File: src/rtl/lcd_text_ctrl.sv
// lcd_text_ctrl
// -------------
// Character-stream front end for an HD44780-style text LCD. After reset it
// waits for the panel's power-on delay, runs the init sequence, then writes
// characters from a small FIFO. It tracks the cursor so that it can insert
// DDRAM set-address commands on line wrap and newline. It also services
// asynchronous clear requests.
//
// Ports
//   clk         sole clock, rising edge
//   reset_n     asynchronous active-low reset
//   char_valid  character offered on char_data
//   char_data   ASCII code (0x0A = newline, never written to the panel)
//   char_ready  FIFO can take a character
//   clr_req     single-cycle clear request (honoured once init_done is high)
//   init_done   init sequence complete; sticky until reset
//   busy        FSM is anywhere but IDLE
//   lcd_data    panel data bus (4-bit mode: nibble on [7:4], [3:0] = 0)
//   lcd_rs      register select (0 = command, 1 = data)
//   lcd_rw      always 0 (write only)
//   lcd_en      enable strobe
//   dbg_state_o current FSM state encoding
//
// Handshake: a character moves into the FIFO on every rising clk edge where
// char_valid && char_ready. char_data must be stable while char_valid is
// high. char_ready depends only on registered state, never on char_valid.

module lcd_text_ctrl #(
  parameter int unsigned BUS_WIDTH  = 8,
  parameter int unsigned COLS       = 16,
  parameter int unsigned ROWS       = 2,
  parameter int unsigned FIFO_DEPTH = 16,
  parameter int unsigned EN_HIGH    = 12,
  parameter int unsigned CMD_WAIT   = 2000,
  parameter int unsigned CLR_WAIT   = 80000,
  parameter int unsigned POR_WAIT   = 750000
) (
  input  logic       clk,
  input  logic       reset_n,
  input  logic       char_valid,
  input  logic [7:0] char_data,
  output logic       char_ready,
  input  logic       clr_req,
  output logic       init_done,
  output logic       busy,
  output logic [7:0] lcd_data,
  output logic       lcd_rs,
  output logic       lcd_rw,
  output logic       lcd_en,
  output logic [2:0] dbg_state_o
);

  typedef enum logic [2:0] {
    ST_POR   = 3'd0,
    ST_INIT  = 3'd1,
    ST_IDLE  = 3'd2,
    ST_SETUP = 3'd3,
    ST_PULSE = 3'd4,
    ST_HOLD  = 3'd5,
    ST_WAIT  = 3'd6
  } state_e;

  localparam int          AW       = $clog2(FIFO_DEPTH);
  localparam logic [AW:0] PTR_ONE  = 1;
  // Counters compare against "last" values so an N-clock phase lasts exactly N clocks.
  localparam logic [31:0] POR_LAST = (POR_WAIT > 0) ? 32'(POR_WAIT - 1) : 32'd0;
  localparam logic [31:0] EN_LAST  = (EN_HIGH  > 0) ? 32'(EN_HIGH  - 1) : 32'd0;
  localparam logic [31:0] CMD_LAST = (CMD_WAIT > 0) ? 32'(CMD_WAIT - 1) : 32'd0;
  localparam logic [31:0] CLR_LAST = (CLR_WAIT > 0) ? 32'(CLR_WAIT - 1) : 32'd0;
  // 4-bit mode has one extra leading step: the lone 0x2 nibble.
  localparam logic [2:0]  NUM_INIT = (BUS_WIDTH == 4) ? 3'd5 : 3'd4;
  localparam logic [5:0]  COLS_M1  = 6'(COLS - 1);
  localparam logic [1:0]  ROWS_M1  = 2'(ROWS - 1);
  localparam bit          NIBBLE   = (BUS_WIDTH == 4);

  function automatic logic [7:0] init_cmd(input logic [2:0] idx);
    logic [7:0] c;
    c = 8'h01;
    if (NIBBLE) begin
      case (idx)
        3'd0:    c = 8'h20;  // only the high nibble (0x2) goes out
        3'd1:    c = 8'h28;
        3'd2:    c = 8'h0C;
        3'd3:    c = 8'h06;
        default: c = 8'h01;
      endcase
    end else begin
      case (idx)
        3'd0:    c = 8'h38;
        3'd1:    c = 8'h0C;
        3'd2:    c = 8'h06;
        default: c = 8'h01;
      endcase
    end
    return c;
  endfunction

  function automatic logic [7:0] row_base(input logic [1:0] row);
    logic [7:0] b;
    case (row)
      2'd0:    b = 8'h00;
      2'd1:    b = 8'h40;
      2'd2:    b = 8'h14;
      default: b = 8'h54;
    endcase
    return b;
  endfunction

  // ---------------------------------------------------------------- FIFO
  logic [7:0]  mem_q [FIFO_DEPTH];
  logic [AW:0] wr_ptr_q, wr_ptr_d;
  logic [AW:0] rd_ptr_q, rd_ptr_d;
  logic        fifo_full, fifo_empty, push, pop;
  logic [7:0]  fifo_head;

  assign fifo_empty = (wr_ptr_q == rd_ptr_q);
  assign fifo_full  = (wr_ptr_q[AW] != rd_ptr_q[AW]) &&
                      (wr_ptr_q[AW-1:0] == rd_ptr_q[AW-1:0]);
  assign fifo_head  = mem_q[rd_ptr_q[AW-1:0]];
  assign push       = char_valid && char_ready;
  assign wr_ptr_d   = push ? wr_ptr_q + PTR_ONE : wr_ptr_q;
  assign rd_ptr_d   = pop  ? rd_ptr_q + PTR_ONE : rd_ptr_q;

  always_ff @(posedge clk) begin
    if (push) mem_q[wr_ptr_q[AW-1:0]] <= char_data;
  end

  // ---------------------------------------------------------------- FSM state
  state_e      state_q, state_d;
  logic [31:0] cnt_q, cnt_d;
  logic [7:0]  byte_q, byte_d;
  logic        rs_q, rs_d;
  logic        lo_nib_q, lo_nib_d;     // second (low) nibble in flight
  logic        single_q, single_d;     // transfer is one nibble only
  logic [2:0]  init_idx_q, init_idx_d;
  logic        init_done_q, init_done_d;
  logic        clr_pend_q, clr_pend_d;
  logic        addr_pend_q, addr_pend_d;
  logic [1:0]  row_q, row_d;
  logic [5:0]  col_q, col_d;
  logic        clr_taken;
  logic [1:0]  next_row;
  logic [31:0] wait_last;

  assign next_row  = (row_q == ROWS_M1) ? 2'd0 : row_q + 2'd1;
  // The clear command needs the long wait only when it really is a command.
  assign wait_last = (byte_q == 8'h01 && !rs_q) ? CLR_LAST : CMD_LAST;

  always_comb begin
    state_d     = state_q;
    cnt_d       = cnt_q;
    byte_d      = byte_q;
    rs_d        = rs_q;
    lo_nib_d    = lo_nib_q;
    single_d    = single_q;
    init_idx_d  = init_idx_q;
    init_done_d = init_done_q;
    addr_pend_d = addr_pend_q;
    row_d       = row_q;
    col_d       = col_q;
    pop         = 1'b0;
    clr_taken   = 1'b0;

    case (state_q)
      ST_POR: begin
        if (cnt_q == POR_LAST) begin
          state_d = ST_INIT;
          cnt_d   = 32'd0;
        end else begin
          cnt_d = cnt_q + 32'd1;
        end
      end

      ST_INIT: begin
        byte_d     = init_cmd(init_idx_q);
        rs_d       = 1'b0;
        lo_nib_d   = 1'b0;
        single_d   = NIBBLE && (init_idx_q == 3'd0);
        init_idx_d = init_idx_q + 3'd1;
        state_d    = ST_SETUP;
      end

      ST_IDLE: begin
        lo_nib_d = 1'b0;
        single_d = 1'b0;
        if (clr_pend_q) begin
          // Clear also homes the panel's address, so any pending
          // set-address command is redundant.
          byte_d      = 8'h01;
          rs_d        = 1'b0;
          row_d       = 2'd0;
          col_d       = 6'd0;
          addr_pend_d = 1'b0;
          clr_taken   = 1'b1;
          state_d     = ST_SETUP;
        end else if (addr_pend_q) begin
          byte_d      = 8'h80 | row_base(row_q);
          rs_d        = 1'b0;
          addr_pend_d = 1'b0;
          state_d     = ST_SETUP;
        end else if (!fifo_empty) begin
          pop = 1'b1;
          if (fifo_head == 8'h0A) begin
            // Newline is consumed here and never reaches the panel.
            col_d       = 6'd0;
            row_d       = next_row;
            addr_pend_d = 1'b1;
          end else begin
            byte_d  = fifo_head;
            rs_d    = 1'b1;
            state_d = ST_SETUP;
            if (col_q == COLS_M1) begin
              col_d       = 6'd0;
              row_d       = next_row;
              addr_pend_d = 1'b1;
            end else begin
              col_d = col_q + 6'd1;
            end
          end
        end
      end

      ST_SETUP: begin
        state_d = ST_PULSE;
        cnt_d   = 32'd0;
      end

      ST_PULSE: begin
        if (cnt_q == EN_LAST) begin
          state_d = ST_HOLD;
          cnt_d   = 32'd0;
        end else begin
          cnt_d = cnt_q + 32'd1;
        end
      end

      ST_HOLD: begin
        cnt_d = 32'd0;
        if (NIBBLE && !single_q && !lo_nib_q) begin
          lo_nib_d = 1'b1;
          state_d  = ST_SETUP;
        end else begin
          state_d = ST_WAIT;
        end
      end

      ST_WAIT: begin
        if (cnt_q == wait_last) begin
          cnt_d = 32'd0;
          if (init_done_q) begin
            state_d = ST_IDLE;
          end else if (init_idx_q == NUM_INIT) begin
            state_d     = ST_IDLE;
            init_done_d = 1'b1;
          end else begin
            state_d = ST_INIT;
          end
        end else begin
          cnt_d = cnt_q + 32'd1;
        end
      end

      default: begin
        state_d = ST_POR;
        cnt_d   = 32'd0;
      end
    endcase

    // A request that coincides with servicing is covered by that clear, so
    // any number of pulses between two IDLE visits collapses into one clear.
    clr_pend_d = clr_taken ? 1'b0 : (clr_pend_q | (clr_req & init_done_q));
  end

  always_ff @(posedge clk or negedge reset_n) begin
    if (!reset_n) begin
      state_q     <= ST_POR;
      cnt_q       <= 32'd0;
      byte_q      <= 8'h00;
      rs_q        <= 1'b0;
      lo_nib_q    <= 1'b0;
      single_q    <= 1'b0;
      init_idx_q  <= 3'd0;
      init_done_q <= 1'b0;
      clr_pend_q  <= 1'b0;
      addr_pend_q <= 1'b0;
      row_q       <= 2'd0;
      col_q       <= 6'd0;
      wr_ptr_q    <= '0;
      rd_ptr_q    <= '0;
    end else begin
      state_q     <= state_d;
      cnt_q       <= cnt_d;
      byte_q      <= byte_d;
      rs_q        <= rs_d;
      lo_nib_q    <= lo_nib_d;
      single_q    <= single_d;
      init_idx_q  <= init_idx_d;
      init_done_q <= init_done_d;
      clr_pend_q  <= clr_pend_d;
      addr_pend_q <= addr_pend_d;
      row_q       <= row_d;
      col_q       <= col_d;
      wr_ptr_q    <= wr_ptr_d;
      rd_ptr_q    <= rd_ptr_d;
    end
  end

  // ---------------------------------------------------------------- outputs
  // Bus outputs are decoded from registers. Because lcd_en comes straight
  // from state_q, it falls as soon as reset_n goes low.
  assign lcd_en      = (state_q == ST_PULSE);
  assign lcd_rs      = rs_q;
  assign lcd_rw      = 1'b0;
  assign lcd_data    = !NIBBLE  ? byte_q :
                       lo_nib_q ? {byte_q[3:0], 4'h0} : {byte_q[7:4], 4'h0};
  assign busy        = reset_n && (state_q != ST_IDLE);
  assign init_done   = init_done_q;
  assign char_ready  = init_done_q && !fifo_full;
  assign dbg_state_o = state_q;

endmodule

File: config.mk
export PLATFORM = sky130hd
export DESIGN_NAME = lcd_text_ctrl
export DESIGN_NICKNAME = d
export VERILOG_FILES = /design/src/rtl/lcd_text_ctrl.sv
export SDC_FILE = /design/constraint.sdc
export NUM_CORES = 1
export LEC_CHECK = 0
export ABC_AREA = 0
export BUFFER_PORTS_ARGS = -buffer_cell sky130_fd_sc_hd__buf_2
export CAP_MARGIN = 0
export CORE_AREA = 2 2 154 126
export CTS_BUF_LIST = sky130_fd_sc_hd__clkbuf_4 sky130_fd_sc_hd__clkbuf_8
export CTS_CLUSTER_SIZE = 16
export DETAILED_ROUTE_END_ITERATION = 6
export DIE_AREA = 0 0 156 128
export REMOVE_ABC_BUFFERS = 1
export SETUP_SLACK_MARGIN = 0.4
export SYNTH_ARGS = -nofsm -noshare
export SYNTH_HDL_FRONTEND = slang
export SYNTH_SLANG_ARGS = --single-unit
File: constraint.sdc
create_clock -name clk -period 2.88 [get_ports clk]
set_input_delay 0.144 -clock clk [delete_from_list [all_inputs] [get_ports clk]]
set_output_delay 0.144 -clock clk [all_outputs]
set_load 0.01 [all_outputs]
Yosys cells after proc, flatten, opt, wreduce, memory -nomap -nowiden:

Memory sizes are Yosys's and may differ from the RTL's.
Index checks and enable logic that the tools add are counted.

* add/sub/neg operators: 6
* mux-type cells: 54
* equality and inequality tests: 28
* bitwise operators: 2
* reduce and logical (&&, ||, !) cells: 18

Operators by type and width (count)
* $pmux 32 s4: 1
* $mux 32: 3
* $add 32x1->32 const B: 1
* $eq 32x17->1: 1
* $eq 32x20->1 const B: 1
* $eq 32x4->1 const B: 1
* $mux 8: 4
* $mux 6: 5
* $mux 3: 7
* $pmux 3 s7: 1
* $pmux 7 s3: 1
* $mux 1: 20
* $pmux 6 s3: 1
* $mux 17: 1
* $mux 2: 8
* $pmux 8 s2: 1
* $eq 3x3->1 const B: 4
* $add 5x1->5 const B: 2
* $eq 3x2->1 const B: 3
* $eq 8x1->1 const B: 1
* $eq 8x4->1 const B: 1
* $ne 4x4->1 const B: 2
* $add 6x1->6 const B: 1
* $eq 3x1->1 const B: 2
* other kinds (25): 35

* memories kept: 1
* bits in writable memories: 128
* bits in registers: 68
* output and inout port bits: 17
* bits of input ports: 12
* word-level logic and storage cells: 121

Memories
* mem_q: depth 16, width 8, read ports 1, clocked after Yosys merged registers in 0, wr ports 1, line 110 `logic [7:0] mem_q [FIFO_DEPTH];`

Logic depth before layout (Yosys ltp):

Gate-level depths: netlist of run 1.

* depth after elaboration: 7
* mapped depth: 11
* gate-level depth less buffers: 8

Least setup slack after synthesis of run 1:

No wires, ideal clock.

* path kind: reg-to-reg
* start point: register rd_ptr_q[1]
* end point: memory mem_q[3][0] (enable)
* data required time: 2.497 ns
* stages on the path, launching flop included: 10
* period minus slack after synthesis: 2.831 ns
* buffers on the path: 3
* setup time: 0.383 ns
* arrival time: 2.448 ns
* slack: 0.049 ns
* cell sequence: dfrtp_1 -> buf_2 -> clkbuf_1 -> xor2_1 -> nor4_1 -> a21oi_1 -> and2_1 -> buf_2 -> nand2_1 -> nor3_1

* cells in the longest elaborated chain, start to end: 7

Ends and longest elaborated chain
* start, declared: line 112 `logic [AW:0] rd_ptr_q, rd_ptr_d;`
* start signal, assigned: line 304 `rd_ptr_q <= rd_ptr_d;`
* $eq 4x4->1: line 118 `(wr_ptr_q[AW-1:0] == rd_ptr_q[AW-1:0]);`
* $logic_and 1x1->1: line 117 `assign fifo_full = (wr_ptr_q[AW] != rd_ptr_q[AW]) &&`
* $logic_not 1->1: line 318 `assign char_ready = init_done_q && !fifo_full;`
* $logic_and 1x1->1: line 318
* net char_ready: line 42 `output logic char_ready,`
* $logic_and 1x1->1: line 120 `assign push = char_valid && char_ready;`
* $mux 1: line 125 `if (push) mem_q[wr_ptr_q[AW-1:0]] <= char_data;`
* $mux 1 (implied by the code): line 125
* end, declared: line 110

The timed path passes the listed nets, and every way through them passes these cells.

Worst setup path after layout of run 1:

* start point: register rd_ptr_q[0]
* end point: register byte_q[6] (netlist: lcd_data[6])

* cells in the longest elaborated chain, start to end: 6
* elaborated cells on any way between the ends: 11
* classes of those cells: eq/ne (4); mux (5); reduce/logical (1); memory (1)

Ends and longest elaborated chain
* $mem_v2 16x8
* $mux 8: line 203 `if (fifo_head == 8'h0A) begin`
* $mux 8: line 201 `end else if (!fifo_empty) begin`
* $mux 8: line 196 `end else if (addr_pend_q) begin`
* $mux 8: line 186 `if (clr_pend_q) begin`
* $pmux 8 s2: line 164 `case (state_q)`
* end signal, assigned: line 293 `byte_q <= byte_d;`
* end, declared: line 131 `logic [7:0] byte_q, byte_d;`

Several ways; a longest one is shown, not always the timed one. The select of a mux whose other input is x is not followed.
A chain may end at the register's enable or synchronous reset.

==> summary.txt, run 1 <==
Drt
  • M1 WL: 9780 um
  • DRT antenna net count: 0
  • Wirelength per Cell: 20.7 um
  • Top Layer Used: met4
  • Via count: 6,012
  • Routed vias/inst: 5.97
  • Final WL: 20,800 um
  • DR WL met2: 9700 um
  • First-pass DRT Iterations: 4
  • DR iter-0 viols: 597
  • Met3 wire len: 1120 um
  • DRC: 0

Clocking
  • Reg clk slew, reported paths: 100 ps
  • CTS buffer count: 17
  • TritonCTS clock tree: yes
  • Root Buffer: clkbuf_8
  • Clock sinks: 196
  • Total number of H-tree levels: 4
  • Clock Tree Buf Depth: 2
  • Clk_lat worst skew: 480 ps

Min path
  • Hold-critical path endpoint: mem_q[2][7]$_DFFE_PP_
  • Hold Startpoint: char_data[7]
  • Type of the worst min-delay path: input pin to flop
  • Hold path depth: 1

Setup path
  • Worst reg2reg setup slack: 160 ps
  • Critical path capture point type: flop
  • CP max FO: 7
  • Kind of critical path: flop to flop
  • Critical Path Start Type: flop
  • Reg2reg start: rd_ptr_q[0]$_DFFE_PN0P_
  • Reg2reg path depth: 8
  • Worst R2R End: lcd_data[6]$_DFFE_PN0P_
  • Required @ worst endpoint: 3250 ps
  • CP Data Arrival Time: 3090 ps

Power and ir drop
  • Leak Pwr: 3.96 nW
  • Worst vdd ir: 0.272 mV
  • Cell Pwr Density: 463 nW/um2

Timing
  • Min Tclk post-route: 2720 ps
  • RSZ-0062 raised after global routing: yes
  • Peak Freq: 0.367 GHz
  • Fin crit share: 0.945
  • Worst-Margin Slew: 740 ps
  • Final setup fails: 0
  • Fin. max-slew vios: 0
  • Skew final: 16.4 ps
  • Slew margin rel.: 0.506
  • Final hold viol count: 0

Synthesis
  • Avg Synthesized Cell Area: 13.1 um2
  • Seq/Total Area, Yosys: 0.621
  • Post-synth cell types: 65
  • Syn Std Cell Area: 8920 um2
  • Post-synth ARST share: 0.347
  • Warnings from Yosys: 0
  • Primary FF master, synth: edfxtp_1
  • Synth Instances: 681
  • Flops & latches, synth: 196
  • EDFF count, synth: 128

Global routing
  • Global-route wire length before repair: 33,400 um
  • Initial antenna violation count: 0
  • Grt ovf: 0
  • Largest net degree at the start of global routing: 48
  • Vias in the first global route: 5,911
  • GRT Overall Usage: 0.223

Finish
  • Most frequent cells in the layout: edfxtp_1 (128), dfrtp_1 (64), nand2_1 (49)
  • Synth-to-Final Area Change: 17.3%
  • Most common cell after layout, fill and taps aside: edfxtp_1
  • Finished Layout Cells: 1,007
  • Share of cells above drive strength 1: 0.246
  • Final Net Count: 782
  • Final core occ: 0.565
  • Antenna diode count: 0
  • Design Area, Final: 10,500 um2

Placed design
  • Routability cong.: 0.876
  • Placed cells: 954
  • Placed Area: 9570 um2
  • Port buffer count: 27
  • Dpl hpwl: 13,900 um

Run status
  • Outcome: finished, final reports clean

Floorplan
  • Core Region: 18,500 um2
  • Die area: 20,000 um2
  • Chip Height: 128 um
  • Initial core utilization: 0.482
  • Rows: 45
  • Die width: 156 um
  • IO Pins: 29

Run
  • Max-cap violations: 0
## worst max path at each step
| stage | startpoint | to | cells after the start |
|---|---|---|---|
| 4_1_cts | rd_ptr_q[0]$_DFFE_PN0P_ | row_q[0]$_DFFE_PN0P_ | 8 |
| 2_1_floorplan | rd_ptr_q[0]$_DFFE_PN0P_ | row_q[0]$_DFFE_PN0P_ | 7 |
| 5_1_grt | rd_ptr_q[0]$_DFFE_PN0P_ | lcd_data[6]$_DFFE_PN0P_ | 8 |
| 3_5_place_dp | rd_ptr_q[2]$_DFFE_PN0P_ | lcd_data[6]$_DFFE_PN0P_ | 7 |
| 3_3_place_gp | rd_ptr_q[0]$_DFFE_PN0P_ | lcd_data[6]$_DFFE_PN0P_ | 8 |
| 6_report | rd_ptr_q[0]$_DFFE_PN0P_ | lcd_data[6]$_DFFE_PN0P_ | 8 |
## metrics by stage
| stage | setup slack, ps | total power, mW | TNS (ps) | hold WS, ps |
|---|---|---|---|---|
| 2_1_floorplan | -988 | 3.06 | -90670 | -152 |
| 3_3_place_gp | 51.9 | 3.12 | 0 | 139 |
| 3_5_place_dp | -4.20 | 3.12 | -4.20 | 159 |
| 4_1_cts | 174 | 4.89 | 0 | 25.7 |
| 5_1_grt | 69.9 | 5.00 | 0 | 31.2 |
| 6_report | 159 | 4.85 | 0 | 48.7 |
## registers in the layout (all words and copies together), names as in the netlist
register,flops
addr_pend_q,1
clr_pend_q,1
cnt_q,32
col_q,6
dbg_state_o,3
init_done,1
init_idx_q,3
lcd_data,8
lcd_rs,1
mem_q,128
rd_ptr_q,5
row_q,2
wr_ptr_q,5
## layer usage
metal  GRT usage  vias up
li1            -     2759
met1       0.324     3045
met2       0.344      193
met3      0.0514       15
met4      0.0529        0
met5           0        -
## critical path, cell delays in order (launching register included)
cell	delay, ps
dfrtp_2	470
buf_12	150
mux4_2	490
a22o_1	260
a221oi_4	250
nor4b_4	290
a41o_2	280
a21oi_4	100
mux2_4	330
## power breakdown
| part | switching (mW) | leakage (nW) | internal, mW |
|---|---|---|---|
| Sequential | 0 | 2.06 | 3.00 |
| Clock | 0.987 | 0.199 | 0.806 |
| Combinational | 0.0486 | 1.69 | 0.00882 |
| Total | 1.04 | 3.96 | 3.81 |
## timing repair
item | CTS | global route
buffers inserted | 13 | 4
hold endpoints to repair | 22 | 0
gates cloned | 2 | 0
pin swaps | 13 | 16
resized for setup | 29 | 29
endpoints found under the setup margin | 118 | 168
hold buffers | 2 | 0
## area by class of cell
| type | instances | area [um2] |
|---|---|---|
| Clock buffer | 19 | 249 |
| Clock inverter | 13 | 150 |
| Fill cell | 1481 | 8060 |
| Inverter | 21 | 78.8 |
| Multi-Input combinational cell | 432 | 3370 |
| Sequential cell | 196 | 5550 |
| Tap cell | 235 | 294 |
| Timing Repair Buffer | 91 | 771 |
## Yosys cell counts, types with 6 or more instances
| master | instances | share of area |
|---|---|---|
| or3_1 | 7 | 0.0049 |
| nand2_1 | 52 | 0.022 |
| dfrtp_1 | 68 | 0.19 |
| edfxtp_1 | 128 | 0.43 |
| a22oi_1 | 7 | 0.0059 |
| o21ai_0 | 44 | 0.025 |
| ha_1 | 11 | 0.015 |
| mux4_2 | 24 | 0.061 |
| mux2i_1 | 20 | 0.022 |
| a22o_1 | 11 | 0.011 |
| o22a_1 | 6 | 0.0059 |
| a31oi_1 | 10 | 0.0070 |
| nor2_1 | 44 | 0.019 |
| clkbuf_1 | 19 | 0.0080 |
| a21o_1 | 12 | 0.010 |
| xor2_1 | 9 | 0.0088 |
| and3_1 | 11 | 0.0077 |
| xnor2_1 | 10 | 0.0098 |
| nand4_1 | 8 | 0.0056 |
| a21oi_1 | 19 | 0.011 |
| nand3_1 | 26 | 0.015 |
| and2_1 | 10 | 0.0070 |
| nor3_1 | 13 | 0.0073 |
| nor3b_1 | 10 | 0.0084 |
| nor4_1 | 11 | 0.0077 |
| inv_1 | 21 | 0.0088 |
## cell families after synthesis
group	after synthesis	share of synthesized area
flops	196	0.621
fa+ha+maj	11	0.0154
compound gates	138	0.104
simple gates	217	0.127
xor+xnor	19	0.0186
other cells	1	0.000420
buf+inv	53	0.0269
mux	46	0.0860
Power figures use the tool's default switching activity.
==> run 2: changes to the inputs <==
--- a/config.mk
+++ b/config.mk
@@ -5,14 +5,14 @@
 export SDC_FILE = /design/constraint.sdc
 export NUM_CORES = 1
 export LEC_CHECK = 0
-export ABC_AREA = 0
+export ABC_AREA = 1
 export BUFFER_PORTS_ARGS = -buffer_cell sky130_fd_sc_hd__buf_2
 export CAP_MARGIN = 0
-export CORE_AREA = 2 2 154 126
+export CORE_AREA = 2 2 223 181
 export CTS_BUF_LIST = sky130_fd_sc_hd__clkbuf_4 sky130_fd_sc_hd__clkbuf_8
 export CTS_CLUSTER_SIZE = 16
 export DETAILED_ROUTE_END_ITERATION = 6
-export DIE_AREA = 0 0 156 128
+export DIE_AREA = 0 0 225 183
 export REMOVE_ABC_BUFFERS = 1
 export SETUP_SLACK_MARGIN = 0.4
 export SYNTH_ARGS = -nofsm -noshare
==> run 2 against run 1 <==
  * Cell area up 3.6%
  * Die area up 110%
  * Final cell count up 57%
  * Routed wire length up 13%
  * Sequential share of layout area down 1.9 points
  * Worst setup slack better by 370 ps
  * Power up 3.1%
  * Critical endpoint is now lcd_data[7]$_DFFE_PN0P_
  * Highest routed layer unchanged
==> summary.txt, run 2 <==
Synthesis
  • EDFF count, synth: 128 (unchanged)
  • Warnings from Yosys: 0 (unchanged)
  • Area leader, netlist: edfxtp_1
  • Primary FF master, synth: edfxtp_1
  • Yosys top cell area share: 0.399 (-0.0320)
  • Post-synth ARST share: 0.347 (unchanged)
  • Seq/Total Area, Yosys: 0.575 (-0.0462)
  • Syn Std Cell Area: 9640 um2 (+8.0%)
  • Area contributors post-synth: edfxtp_1 (40%), dfrtp_1 (18%), nand2_1 (11%)
  • Most common cell in the synthesized netlist: nand2_1
  • Most common library cells after synthesis: nand2_1 (277), nor2_1 (142), edfxtp_1 (128), inv_1 (102), dfrtp_1 (68)
  • Synth Instances: 1,043 (+53%)
  • Flops & latches, synth: 196 (unchanged)
  • Avg Synthesized Cell Area: 9.24 um2 (-29%)
  • Post-synth cell types: 45 (-31%)

Global routing
  • GRT Overall Usage: 0.117 (-0.106)
  • Grt met1 use: 0.168 (-0.156)
  • Initial antenna violation count: 0 (unchanged)
  • Largest net degree at the start of global routing: 63 (+31%)
  • Vias in the first global route: 6,647 (+12%)
  • Grt ovf: 0 (unchanged)
  • Grt met3 use: 0.0197 (-0.0317)
  • Most Used Layer, Global Route: met2
  • Global-route wire length before repair: 37,300 um (+12%)
  • Grt met2 use: 0.176 (-0.168)

Timing
  • Fin crit share: 0.815 (-0.130)
  • Min Tclk post-route: 2350 ps (-375 ps)
  • Final Worst Setup Slack: 534 ps (+375 ps)
  • Final hold viol count: 0 (unchanged)
  • Skew final: 28.2 ps (+11.8 ps)
  • Peak Freq: 0.426 GHz (+16%)
  • Hold Slack: 65.2 ps (+16.6 ps)
  • Worst-Margin Slew: 862 ps (+121 ps)
  • Final setup fails: 0 (unchanged)
  • Final setup TNS: 0 ps (unchanged)
  • RSZ-0062 raised after global routing: yes
  • Slew margin rel.: 0.423 (-0.0830)
  • Fin. max-slew vios: 0 (unchanged)

Setup path
  • Worst path cell trace: buf_12 -> buf_12 -> nor2_1 -> nor2_1 -> o21ai_1 -> nand2_1 -> nand2_1 -> nand2_1 -> nor2_1 -> nand2_1 -> nor2_2 -> nand2_2 -> nand2_2 -> nand2_8 -> nand3_1 -> nand2_1
  • Reg2reg start: rd_ptr_q[0]$_DFFE_PN0P_
  • Critical path capture point type: flop
  • Crit path buffers/inverters: 2 (+1)
  • Critical Path Start Type: flop
  • Crit path depth: 16 (+8)
  • Worst R2R End: lcd_data[7]$_DFFE_PN0P_
  • CP Launch Point: rd_ptr_q[0]$_DFFE_PN0P_
  • Reg2reg path depth: 16 (+8)
  • Required @ worst endpoint: 3250 ps (about the same)
  • CP Data Arrival Time: 2710 ps (-380 ps)
  • CP max stage cell: dfrtp_2
  • CP max stage delay: 460 ps (-30 ps)
  • Worst reg2reg setup slack: 530 ps (+370 ps)
  • Worst path most repeated cell: nand2_1
  • Kind of critical path: flop to flop
  • CP max FO: 28 (+21)
  • Critical path endpoint: lcd_data[7]$_DFFE_PN0P_
  • CP top delay family: simple AND/OR/NAND/NOR gates

Drt
  • DRC: 0 (unchanged)
  • Wirelength per Cell: 14.9 um (-28%)
  • Via count: 7,070 (+18%)
  • DRT antenna net count: 0 (unchanged)
  • First-pass DRT Iterations: 5 (+1)
  • Routed vias/inst: 4.46 (-25%)
  • Final WL: 23,600 um (+13%)
  • DR iter-0 viols: 640 (+7.2%)

Floorplan
  • Chip Height: 183 um (+43%)
  • Die width: 225 um (+44%)
  • Rows: 65 (+44%)
  • Die area: 41,200 um2 (+110%)
  • Core Region: 39,000 um2 (+110%)
  • Initial core utilization: 0.247 (-0.234)
  • IO Pins: 29 (unchanged)

Finish
  • Largest register FFs: 128 (unchanged)
  • Most frequent cells in the layout: nand2_1 (276), nor2_1 (128), edfxtp_1 (128)
  • Design Area, Final: 10,800 um2 (+3.6%)
  • Most common cell after layout, fill and taps aside: nand2_1
  • Share of cells above drive strength 1: 0.112 (-0.134)
  • Antenna diode count: 0 (unchanged)
  • Synth-to-Final Area Change: 12.5%
  • Final Net Count: 1,093 (+40%)

Power and ir drop
  • Cell Pwr Density: 461 nW/um2 (-0.51%)
  • Power Total: 5.00 mW (+3.1%)
  • Leak Pwr: 4.41 nW (+11%)
  • Worst vdd ir: 0.303 mV (+11%)

Clocking
  • Root Buffer: clkbuf_8
  • Clock Tree Buf Depth: 2 (unchanged)
  • Clock sinks: 196 (unchanged)
  • Reg clk slew, reported paths: 110 ps (about the same)
  • Clk_lat worst skew: 490 ps (about the same)
  • Total number of H-tree levels: 4 (unchanged)
  • TritonCTS clock tree: yes
  • CTS buffer count: 17 (unchanged)

Placed design
  • Placed Area: 10,200 um2 (+7.1%)
  • Dpl ws: 322 ps (+326 ps)
  • Routability cong.: 0.900 (+2.8%)
  • Port buffer count: 27 (unchanged)
  • Dpl hpwl: 15,900 um (+15%)

Run
  • Max-cap violations: 0 (unchanged)

Run status
  • Outcome: finished, final reports clean

Min path
  • Type of the worst min-delay path: input pin to flop
==> run 2: cell count changes after synthesis, moves of 12 or more <==
cell	change
nand4_1	+13
a21o_1	-12
nor2_1	+98
nand3_1	+30
mux4_2	-24
o21ai_1	+13
o22ai_1	+21
nand2_1	+225
xor2_1	+31
mux2i_1	-20
inv_1	+81
==> run 2: tightest hold or removal path, cell delays in order <==
cell and delay [ps]:
buf_2 120, nand2_1 160, xor2_1 90
==> run 2: what timing repair did <==
| action | 4_1_cts | 5_1_grt |
|---|---|---|
| endpoints found under the hold margin | 19 | 0 |
| resized for setup | 5 | 30 |
| hold buffers | 2 | 0 |
| setup buffers | 0 | 2 |
| pin swaps | 0 | 3 |
| endpoints found under the setup margin | 16 | 85 |
| cloned | 0 | 1 |
==> run 2: routing by layer <==
| layer | share of wire | vias up |
|---|---|---|
| met2 | 0.44 | 185 |
| met5 | 0 | - |
| li1 | - | 3485 |
| met3 | 0.049 | 33 |
| met1 | 0.48 | 3367 |
| met4 | 0.026 | 0 |
==> run 2: where the power goes <==
part	internal [mW]	switching, mW	leakage [nW]
Combinational	0.0107	0.0556	2.12
Clock	0.826	1.11	0.219
Sequential	3.00	0	2.07
==> run 2: cell type report <==
cell class	count	area, um2
clock buffers	17	234
clock inverters	15	199
fillers	4045	28100
inverters	110	442
multi-input cells	698	3470
flip-flops and latches	196	5550
well taps	502	628
repair buffers	46	320
repair inverters	1	11.3
==> run 2: stage by stage <==
stage,util,instances
6_report,0.278,1585
5_1_grt,0.278,1585
4_1_cts,0.275,1582
3_5_place_dp,0.263,1548
3_3_place_gp,0.263,1548
2_1_floorplan,-,1004
==> run 2: worst min path at each step <==
| stage | startpoint | slack, ps | depth (start not counted) | to |
|---|---|---|---|---|
| after floorplan | reset_n | -150 | 0 | addr_pend_q$_DFFE_PN0P_ |
| after CTS | char_valid | 20 | 3 | wr_ptr_q[0]$_DFFE_PN0P_ |
| final | char_valid | 70 | 3 | wr_ptr_q[0]$_DFFE_PN0P_ |
| after detailed placement | reset_n | 130 | 1 | cnt_q[10]$_DFFE_PN0N_ |
| after global routing | char_data[1] | 50 | 1 | mem_q[15][1]$_DFFE_PP_ |
| after global placement | reset_n | 140 | 1 | cnt_q[10]$_DFFE_PN0N_ |
==> run 2: cell families (layout without fill, tap and decap cells) <==
group / count (synthesis) / count (layout) / share of synthesized area
adders and majority gates: 11 / 11 / 0.0143
other: 1 / 1 / 0.000389
AOI/OAI and AO/OA: 101 / 101 / 0.0589
buffers and inverters: 149 / 189 / 0.0727
and+or+nand+nor: 543 / 543 / 0.240
xor gates and xnor gates: 42 / 42 / 0.0382
DFF: 196 / 196 / 0.575
==> run 3: changes to the inputs <==
==> constraint.sdc (replaced) <==
create_clock -name clk -period 2.38 [get_ports clk]
set_input_delay 0.119 -clock clk [delete_from_list [all_inputs] [get_ports clk]]
set_output_delay 0.119 -clock clk [all_outputs]
set_load 0.01 [all_outputs]
==> run 3 against run 2 <==
  * Die area stayed put
  * Cell area is 13% higher
  * Maximum frequency is 3.7% higher
  * Via count is 8.5% higher
  * Combinational power is 20% higher
==> summary.txt, run 3 (synthesis gave the netlist of run 2 again) <==
Run status
  • Outcome: finished, final reports clean

Timing
  • Final setup fails: 0 (unchanged)
  • Hold Slack: 27.1 ps (-38.2 ps)
  • Final hold viol count: 0 (unchanged)
  • Final Worst Setup Slack: 118 ps (-416 ps)
  • Final setup TNS: 0 ps (unchanged)
  • Skew final: 19.0 ps (-9.13 ps)
  • Fin crit share: 0.951 (+0.136)
  • Peak Freq: 0.442 GHz (+3.7%)
  • Min Tclk post-route: 2260 ps (-84.0 ps)
  • RSZ-0062 raised after global routing: yes
  • Fin. max-slew vios: 0 (unchanged)

Finish
  • Final core occ: 0.316 (+0.0375)
  • Largest register FFs: 128 (unchanged)
  • Finished Layout Cells: 1,673 (+5.6%)
  • Most frequent cells in the layout: nand2_1 (244), edfxtp_1 (128), nor2_1 (108)
  • Antenna diode count: 0 (unchanged)
  • Share of cells above drive strength 1: 0.259 (+0.147)
  • Layout fillers: 3,891 (-3.8%)
  • Design Area, Final: 12,300 um2 (+13%)
  • Multi-input logic area: 3930 um2 (+13%)
  • Storage cell area: 5560 um2 (+0.20%)
  • Synth-to-Final Area Change: 27.7%
  • Most common cell after layout, fill and taps aside: nand2_1
  • Final Net Count: 1,181 (+8.1%)

Floorplan
  • Initial core utilization: 0.247 (unchanged)
  • IO Pins: 29 (unchanged)
  • Rows: 65 (unchanged)
  • Die width: 225 um (unchanged)
  • Chip Height: 183 um (unchanged)
  • Core Region: 39,000 um2 (unchanged)
  • Die area: 41,200 um2 (unchanged)

Power and ir drop
  • Power Total: 5.89 mW (+18%)
  • Sw Pwr: 1.42 mW (+22%)
  • Clk pwr share: 0.370 (-0.017)
  • Worst vdd ir: 0.333 mV (+10%)
  • Logic pwr share: 0.014 (about the same)
  • Internal power: 4.46 mW (+16%)
  • Leak Pwr: 5.04 nW (+14%)
  • Cell Pwr Density: 478 nW/um2 (+3.7%)
  • Sequential Power Share: 0.617 (+0.017)
  • Sw frac: 0.241 (+0.00862)

Drt
  • First-pass DRT Iterations: 5 (unchanged)
  • Routed vias/inst: 4.58 (+2.8%)
  • DRT antenna net count: 0 (unchanged)
  • Final WL: 26,300 um (+11%)
  • Wirelength per Cell: 15.7 um (+5.4%)
  • DRC: 0 (unchanged)
  • Via count: 7,669 (+8.5%)
  • DR iter-0 viols: 554 (-13%)

Placed design
  • Port buffer count: 27 (unchanged)
  • Placed Area: 10,500 um2 (+2.6%)
  • Dpl ws: -13.6 ps (-335 ps)
  • Routability cong.: 0.919 (+2.1%)
  • Placed cells: 1,577 (+1.9%)
  • Dpl hpwl: 16,700 um (+5.0%)

Setup path
  • Critical Path Start Type: flop
  • Kind of critical path: flop to flop
  • CP Data Arrival Time: 2640 ps (-70 ps)
  • Required @ worst endpoint: 2750 ps (-500 ps)
  • CP max FO: 13 (-54%)
  • Critical path capture point type: flop

Min path
  • Type of the worst min-delay path: input pin to flop

Clocking
  • Clock Tree Buf Depth: 2 (unchanged)
  • Total number of H-tree levels: 4 (unchanged)
  • CTS buffer count: 17 (unchanged)
  • Clock sinks: 196 (unchanged)
  • Clk_lat worst skew: 490 ps (about the same)
  • TritonCTS clock tree: yes
  • Reg clk slew, reported paths: 110 ps (about the same)
  • Root Buffer: clkbuf_8

Global routing
  • Global-route wire length before repair: 41,200 um (+10%)
  • GRT Overall Usage: 0.128 (+0.0114)
  • Initial antenna violation count: 0 (unchanged)
  • Largest net degree at the start of global routing: 53 (-16%)
  • Vias in the first global route: 7,374 (+11%)
  • Grt ovf: 0 (unchanged)

Run
  • Max-cap violations: 0 (unchanged)
==> run 3: power by group through the flow <==
stage / clock (mW) / sequential, mW / combinational (mW)
after floorplan: 0 / 3.71 / 0.00186
after global placement: 0 / 3.70 / 0.0794
after detailed placement: 0 / 3.70 / 0.0801
after CTS: 2.23 / 3.63 / 0.0832
after global routing: 2.36 / 3.63 / 0.0900
final: 2.18 / 3.63 / 0.0796
==> run 3: worst paths after layout <==
kind / startpoint / end / slack (ps) / cells past startpoint
max in group asynchronous: reset_n / dbg_state_o[0]$_DFFE_PN0P_ / 1620 / 3
setup / recovery: rd_ptr_q[0]$_DFFE_PN0P_ / lcd_data[6]$_DFFE_PN0P_ / 120 / 16
setup reg to reg: rd_ptr_q[0]$_DFFE_PN0P_ / lcd_data[6]$_DFFE_PN0P_ / 120 / 16
min in group asynchronous: reset_n / cnt_q[8]$_DFFE_PN0N_ / 100 / 2
hold reg to reg: rd_ptr_q[4]$_DFFE_PN0P_ / rd_ptr_q[4]$_DFFE_PN0P_ / 490 / 1
hold / removal: char_data[0] / mem_q[12][0]$_DFFE_PP_ / 30 / 1
==> run 3: area by class of cell <==
| type | instances | share of cell area |
|---|---|---|
| sequential | 196 | 0.451 |
| multi-input combinational | 700 | 0.320 |
| timing repair buffer | 132 | 0.108 |
| tap | 502 | 0.0510 |
| inverter | 110 | 0.0366 |
| clock buffer | 18 | 0.0201 |
| clock inverter | 14 | 0.0126 |
| timing repair inverter | 1 | 0.000711 |
==> run 3: per-layer routing <==
| metal | global-route usage | routed length, um | up-vias |
|---|---|---|---|
| met3 | 0.0187 | 1220 | 34 |
| met2 | 0.196 | 11900 | 221 |
| li1 | - | - | 3661 |
| met1 | 0.181 | 12500 | 3753 |
| met4 | 0.0514 | 636 | 0 |
| met5 | 0 | 0 | - |
==> run 3: critical path: stages (launching register included) <==
cell     delay (ps)
dfrtp_2         410
buf_12          180
buf_6           130
buf_16          140
nand2_1         100
nand2_1         100
o21ai_0          90
nand2_1          80
nand2_2         100
nor2_4          120
nand2_2          70
nor2_4          140
nand2_4          90
nand2_4         110
nand2_8         100
nand3_1         110
nand2_1          60
==> run 3: timing repair <==
action,CTS,global route
resized for setup,126,71
setup buffers,32,20
gates cloned,9,1
hold buffers,2,0
pin swaps,34,32
endpoints found under the hold margin,69,0
endpoints found under the setup margin,181,154
